===== config.mk =====
export PLATFORM = sky130hd
export DESIGN_NAME = conv_window_ctrl
export DESIGN_NICKNAME = d
export VERILOG_FILES = /design/src/rtl/conv_window_ctrl.sv
export SDC_FILE = /design/constraint.sdc
export NUM_CORES = 1
export LEC_CHECK = 0
export BUFFER_PORTS_ARGS = -buffer_cell sky130_fd_sc_hd__buf_2
export CAP_MARGIN = 10
export CORE_MARGIN = 2
export CORE_UTILIZATION = 40
export CTS_CLUSTER_DIAMETER = 40
export CTS_CLUSTER_SIZE = 14
export DETAILED_ROUTE_END_ITERATION = 16
export SLEW_MARGIN = 20
export SYNTH_ARGS = -nofsm -noshare
export SYNTH_HDL_FRONTEND = slang
export SYNTH_SLANG_ARGS = --single-unit

===== constraint.sdc =====
create_clock -name clk -period 2 [get_ports clk]
set_clock_uncertainty 0.2 [all_clocks]
set_input_delay 0.1 -clock clk [delete_from_list [all_inputs] [get_ports clk]]
set_output_delay 0.1 -clock clk [all_outputs]
set_load 0.01 [all_outputs]

===== src/rtl/conv_window_ctrl.sv =====
// conv_window_ctrl: sequences a KxK sliding-window FIFO over one raster frame; optional window counter via CONV_WIN_COUNT_EN
module conv_window_ctrl #(
    parameter int IFM_SIZE    = 28,
    parameter int KERNAL_SIZE = 5,
    parameter int CNT_WIDTH   = 5
`ifdef CONV_WIN_COUNT_EN
    ,
    parameter int WCNT_WIDTH  = 10
`endif
) (
    input  logic                 clk,
    input  logic                 reset,
    input  logic                 start,
    input  logic                 pix_valid,
    output logic                 pix_ready,
    output logic                 fifo_enable,
    output logic                 win_valid,
    input  logic                 win_ready,
    output logic [CNT_WIDTH-1:0] win_row,
    output logic [CNT_WIDTH-1:0] win_col,
    output logic                 busy,
    output logic                 done
`ifdef CONV_WIN_COUNT_EN
    ,
    output logic [WCNT_WIDTH-1:0] win_count
`endif
);
    typedef enum logic [1:0] {IDLE, RUN, FLUSH} state_t;
    localparam logic [CNT_WIDTH-1:0] LAST = CNT_WIDTH'(IFM_SIZE - 1);
    localparam logic [CNT_WIDTH-1:0] KM1  = CNT_WIDTH'(KERNAL_SIZE - 1);
    state_t               state;
    logic [CNT_WIDTH-1:0] row;
    logic [CNT_WIDTH-1:0] col;
    // a pixel is taken only while running and the presented window is free or leaving
    always_comb begin
        pix_ready   = (state == RUN) && (!win_valid || win_ready);
        fifo_enable = pix_valid && pix_ready;
    end
    // frame FSM, pixel position tracking and the window flag that lines up with the FIFO taps
    always_ff @(posedge clk) begin
        if (reset) begin
            state     <= IDLE;
            row       <= '0;
            col       <= '0;
            win_valid <= 1'b0;
            win_row   <= '0;
            win_col   <= '0;
            busy      <= 1'b0;
            done      <= 1'b0;
        end else begin
            done <= 1'b0;
            case (state)
                IDLE: if (start) begin
                    state <= RUN;
                    busy  <= 1'b1;
                    row   <= '0;
                    col   <= '0;
                end
                RUN: if (fifo_enable) begin
                    col <= (col == LAST) ? '0 : col + 1'b1;
                    row <= (col == LAST) ? row + 1'b1 : row;
                    if (row == LAST && col == LAST) state <= FLUSH;
                end
                FLUSH: if (win_valid && win_ready) begin
                    state <= IDLE;
                    busy  <= 1'b0;
                    done  <= 1'b1;
                end
                default: state <= IDLE;
            endcase
            if (fifo_enable) begin
                win_valid <= (row >= KM1) && (col >= KM1);
                win_row   <= row - KM1;
                win_col   <= col - KM1;
            end else if (win_ready) begin
                win_valid <= 1'b0;
            end
        end
    end
`ifdef CONV_WIN_COUNT_EN
    // saturating count of windows handed to the MAC in the current frame
    always_ff @(posedge clk) begin
        if (reset || (state == IDLE && start)) win_count <= '0;
        else if (win_valid && win_ready && !(&win_count)) win_count <= win_count + 1'b1;
    end
`endif
endmodule


==> results of run 1 <==
layout by cell type, fill, tap and decap left out, types with 2 or more instances in the layout:
master,instances
buf_2,19
xnor2_1,2
nand2_1,13
dfxtp_2,2
nor2_1,10
o31ai_1,3
nor4_1,2
a2111oi_0,2
a211oi_1,5
nand3_1,10
or3_1,2
dfxtp_1,23
dlygate4sd3_1,3
o41ai_1,2
a21oi_1,10
clkbuf_4,3
a21oi_2,2
inv_1,11
o21ai_0,7
nand4_1,2
ha_1,12
what timing repair did:
action	4_1_cts	5_1_grt
setup endpoints to repair	1	2
hold buffers	3	0
endpoints found under the hold margin	9	0
gates resized for setup	1	2
path summary, 6_finish.rpt:
path                  to        from  cells past startpoint  slack, ns
max          fifo_enable    state[1]                      4       0.09
min reg2reg   win_col[1]  win_col[1]                      2       0.26
max reg2reg     state[0]      col[2]                      5       0.13
min           win_col[2]   pix_valid                      4       0.01
cell usage after synthesis (all sizes together):
cell type  number  area [um2]
dfxtp          25         500
nand2          13        48.8
a21oi          12        67.6
ha             12         150
inv            12        45.0
nand3          11        67.6
nor2           10        37.5
o21ai           7        35.0
a211oi          5        37.5
buf             5        38.8
o31ai           4        43.8
a2111oi         3        26.3
and2            2        15.0
nand2b          2        20.0
nand4           2        12.5
nor2b           2        15.0
nor4            2        12.5
o41ai           2        17.5
or3             2        12.5
or4             2        18.8
xnor2           2        17.5
a311o           1        10.0
a31o            1        8.76
a31oi           1        21.3
and2b           1        8.76
clkbuf          1        3.75
mux2i           1        10.0
nand3b          1        7.51
o2111a          1        11.3
o22ai           1        6.26
o311ai          1        8.76
worst max-delay path, delay by kind of cell, from the launching register on:
kind | cells | cell delay, ns
DFF | 1 | 0.41
and+or+nand+nor | 2 | 0.42
buffers and inverters | 2 | 0.45
cells by family after synthesis:
group	Yosys count	synth area share [%]
buffers and inverters	18	6.55
AO/OA/AOI/OAI	39	22.0
XOR/XNOR	2	1.31
AND/OR/NAND/NOR	50	20.7
adder cells (fa/ha/maj)	12	11.2
multiplexers	1	0.749
flip-flops	25	37.5
power by group:
part           internal [mW]  switching, mW
registers              0.513         0.0120
logic                 0.0467         0.0674
clock network         0.0781          0.146
cell type report:
class / count / area, um2 / share of cell area [%]
clock buffers: 4 / 26.3 / 1.74
inverters: 12 / 45.0 / 2.98
multi-input cells: 104 / 749 / 49.6
flip-flops and latches: 25 / 503 / 33.3
well taps: 44 / 55.1 / 3.64
repair buffers: 23 / 133 / 8.77
flip-flops by register name, indices dropped and copies added (netlist names):
register,cells
win_row,5
busy,1
win_valid,1
win_col,5
done,1
state,2
col,5
row,5
stage by stage:
step	power, mW	util [%]
floorplan	0.617	-
global placement	0.642	46.4
detailed placement	0.645	46.4
CTS	0.870	48.2
global route	0.906	48.3
finish	0.863	48.3
layer usage:
metal  part of all wire (%)  global-route usage, %  vias to the layer above
li1                       -                      -                      569
met1                     48                   22.1                      509
met2                     44                   24.5                       41
met3                    6.3                   2.48                        6
met4                    1.4                   4.56                        0
met5                      0                      0                        -
==> key figures, run 1 <==
Outcome
  – Status: complete, no violations

Detailed routing
  – Routed WL: 2670 um
  – Vias per std cell: 5.31
  – Initial drt markers: 77
  – Via Count: 1125
  – Number of iterations in the first detailed-routing pass: 4
  – Post-DRT Antenna Nets: 0
  – Drt wl/cell: 12.6 um
  – Number of remaining DRC errors: 0

STA
  – Min cycle time layout: 1.91 ns
  – Fin Setup TNS: 0 ns
  – Tcrit/Tclk final: 95.4%
  – Least-Margin Pin Slew: 0.396 ns
  – Max-slew headroom: 72.9%
  – Hold slack: 0.0114 ns
  – Final Slew Violations: 0
  – FMAX: 524 MHz
  – Final setup violation count: 0
  – Setup ws final: 0.0922 ns
  – Final hold vios: 0
  – RSZ-0062 raised after global routing: yes

Setup path
  – Worst path arrival time: 1.61 ns
  – Largest stage delay, worst path: 0.41 ns
  – CP Max Fanout: 19
  – Crit. End Element: output pin
  – CP max stage cell: dfxtp_2
  – Startpoint class of the critical path: flop
  – Cells along the critical path: and2b_2 -> nand3_4 -> inv_2 -> buf_2
  – CP Class: reg -> out
  – Worst EP required: 1.70 ns

Global routing
  – GRT Total Usage: 15.6%
  – Largest net degree at the start of global routing: 21
  – Initial antenna violation count: 0
  – First-pass GRT wire length: 4440 um
  – Number of global-route vias before repair: 1010
  – GR Overflow Total: 0

Clock tree
  – H-Tree Depth: 1
  – CTS tree: built
  – CTS root buf: clkbuf_4
  – Clock latency on the worst-skew pair: 0.32 ns
  – Worst-path clk slew: 0.13 ns
  – Num CTS Buffers: 3
  – Clock sinks: 25
  – CTS Buffer Depth: 2
  – Post-CTS setup buffer count: 0

Layout
  – Fillcell total: 300
  – Layout Area Growth over Synthesis: 13.1%
  – Diode count: 0
  – Cell area after layout: 0.00151 mm2
  – Share of cells above drive strength 1: 22.0%
  – Fin nets: 186
  – Non-Filler Instances: 212

Yosys
  – Post-Syn Area: 0.00134 mm2
  – Post-Syn Instances: 147
  – Unique masters post-synth: 42
  – Syn_area_per_cell: 9.09 um2
  – Post-Syn Nets: 164
  – Register area share after synthesis: 37.5%
  – Ys Warns: 0
  – Yosys reg bits: 25

Die
  – Rows: 20
  – Die area: 0.00382 mm2
  – Io pins: 20
  – CORE AREA: 0.00313 mm2
  – Chip width: 61.8 um
  – Starting density of the core: 42.7%
  – Die height: 61.8 um

Placement
  – Worst slack at placement: 0.146 ns
  – Post-DP HPWL: 2020 um
  – Placed cell area: 0.00145 mm2
  – Placed cells: 205
  – Gpl congestion: 0.810
  – Input/output buffers: 19

Power
  – Worst vdd ir: 0.296 mV
  – Power Dens Cells: 571 mW/mm2
  – Cell leakage power: 0.586 nW

Run
  – Max Cap Viol: 0

Min path
  – Worst min path class: in -> reg
No activity file was read; power rests on OpenSTA's default activity.
==> run 2, diff against run 1 <==
--- a/config.mk
+++ b/config.mk
@@ -12,6 +12,7 @@
 export CTS_CLUSTER_DIAMETER = 40
 export CTS_CLUSTER_SIZE = 14
 export DETAILED_ROUTE_END_ITERATION = 16
+export SETUP_SLACK_MARGIN = 0.15
 export SLEW_MARGIN = 20
 export SYNTH_ARGS = -nofsm -noshare
 export SYNTH_HDL_FRONTEND = slang
==> run 2 against run 1 <==
Net effect:
- first-iteration DRC count decreased by 2.6%
- worst hold slack better by 0.040 ns
- setup slack improved by 0.097 ns
- register-to-register slack better by 0.06 ns
- largest cell class unchanged
- highest routed layer unchanged
- sequential power is essentially flat
==> key figures, run 2 (synthesized netlist as in run 1, its figures left out) <==
Run
  – Max Cap Viol: 0

Placement
  – Worst slack at placement: 0.146 ns
  – Input/output buffers: 19
  – Post-DP HPWL: 2020 um
  – Placed cells: 205
  – Gpl congestion: 0.810
  – Placed cell area: 0.00145 mm2

Power
  – Power Dens Cells: 564 mW/mm2
  – Sequential power share: 60.6%
  – Worst vdd ir: 0.297 mV
  – Sw Ratio: 26.2%
  – Cell leakage power: 0.589 nW
  – Clock Power Share: 25.7%
  – Gate power share: 13.7%
  – Sw Pwr: 227 uW
  – Total power: 865 uW
  – Internal power: 638 uW

STA
  – Min cycle time layout: 1.81 ns
  – Final Slew Violations: 0
  – Max-slew headroom: 72.8%
  – RSZ-0062 raised after global routing: no
  – Final hold vios: 0
  – Fin Setup TNS: 0 ns
  – Least-Margin Pin Slew: 0.398 ns
  – Setup ws final: 0.189 ns
  – Final setup violation count: 0
  – FMAX: 552 MHz
  – Tcrit/Tclk final: 90.6%

Layout
  – Fin nets: 186
  – Multi-input logic area: 759 um2
  – Layout Area Growth over Synthesis: 14.8%
  – Non-Filler Instances: 212
  – Cell area after layout: 0.00153 mm2
  – Commonest non-fill, non-tap cell in the layout: dfxtp_1
  – Share of cells above drive strength 1: 24.4%
  – Fillcell total: 297
  – Storage cell area: 508 um2
  – Diode count: 0
  – Most frequent cells in the layout: 21 x dfxtp_1, 19 x buf_2, 13 x nand2_1

Die
  – Chip width: 61.8 um
  – Die area: 0.00382 mm2
  – Io pins: 20
  – CORE AREA: 0.00313 mm2
  – Die height: 61.8 um
  – Rows: 20
  – Starting density of the core: 42.7%

Clock tree
  – CTS root buf: clkbuf_4
  – Clock latency on the worst-skew pair: 0.31 ns
  – CTS tree: built
  – CTS Buffer Depth: 2
  – Clock sinks: 25
  – Num CTS Buffers: 3
  – Worst-path clk slew: 0.13 ns
  – H-Tree Depth: 1
  – Post-CTS setup buffer count: 0

Outcome
  – Status: complete, no violations

Global routing
  – Number of global-route vias before repair: 1012
  – First-pass GRT wire length: 4450 um
  – GR Overflow Total: 0
  – GRT Total Usage: 15.7%
  – Initial antenna violation count: 0
  – Largest net degree at the start of global routing: 21

Min path
  – Worst min path class: in -> reg

Detailed routing
  – Post-DRT Antenna Nets: 0
  – Drt wl/cell: 13.0 um
  – Initial drt markers: 75
  – Number of iterations in the first detailed-routing pass: 4
  – Vias per std cell: 5.37
  – Number of remaining DRC errors: 0
  – Routed WL: 2760 um
  – Via Count: 1139

Setup path
  – CP Max Fanout: 7
  – Startpoint class of the critical path: flop
  – Worst path arrival time: 1.83 ns
  – Crit. End Element: flop
  – CP Class: reg -> reg
  – Worst EP required: 2.02 ns
[run 2: final timing paths]
check	cells past startpoint	to	startpoint	slack [ns]
setup / recovery	5	state[0]	col[2]	0.19
hold / removal	4	win_col[2]	pix_valid	0.05
setup reg to reg	5	state[0]	col[2]	0.19
hold reg to reg	2	win_col[1]	win_col[1]	0.26
[run 2: routing by layer]
layer,up-vias,routed length [um],track usage [%]
li1,573,-,-
met1,529,1360,22.3
met2,33,1250,24.5
met3,4,126,2.48
met4,0,25,4.56
met5,-,0,0
[run 2: power by group through the flow]
stage,Combinational [mW],Sequential (mW),Clock (mW)
6_report,0.118,0.524,0.223
5_1_grt,0.133,0.527,0.250
4_1_cts,0.115,0.525,0.231
3_5_place_dp,0.109,0.536,0
3_3_place_gp,0.108,0.535,0
2_1_floorplan,0.0793,0.538,0
[run 2: through the flow]
step	hold slack, ns	utilization, %
6_report	0.0517	49.0
5_1_grt	0.0882	49.0
4_1_cts	0.0280	48.4
3_5_place_dp	0.188	46.4
3_3_place_gp	0.173	46.4
2_1_floorplan	0.0667	-
[run 2: final cells by class]
cell class	count	share of cell area, %
multi-input combinational	104	49.5
sequential	25	33.1
timing repair buffer	23	8.65
tap	44	3.59
inverter	12	3.43
clock buffer	4	1.71
[run 2: critical path: stages, from the launching register on]
cell and delay (ns):
dfxtp_2 0.38, inv_1 0.12, ha_1 0.19, nand3_2 0.13
or4_4 0.56, o2111a_1 0.14
[run 2: timing repair]
action	in CTS	in global routing
cloned	0	0
endpoints found under the hold margin	9	0
hold buffers	3	0
gates resized for setup	5	6
endpoints found under the setup margin	3	6
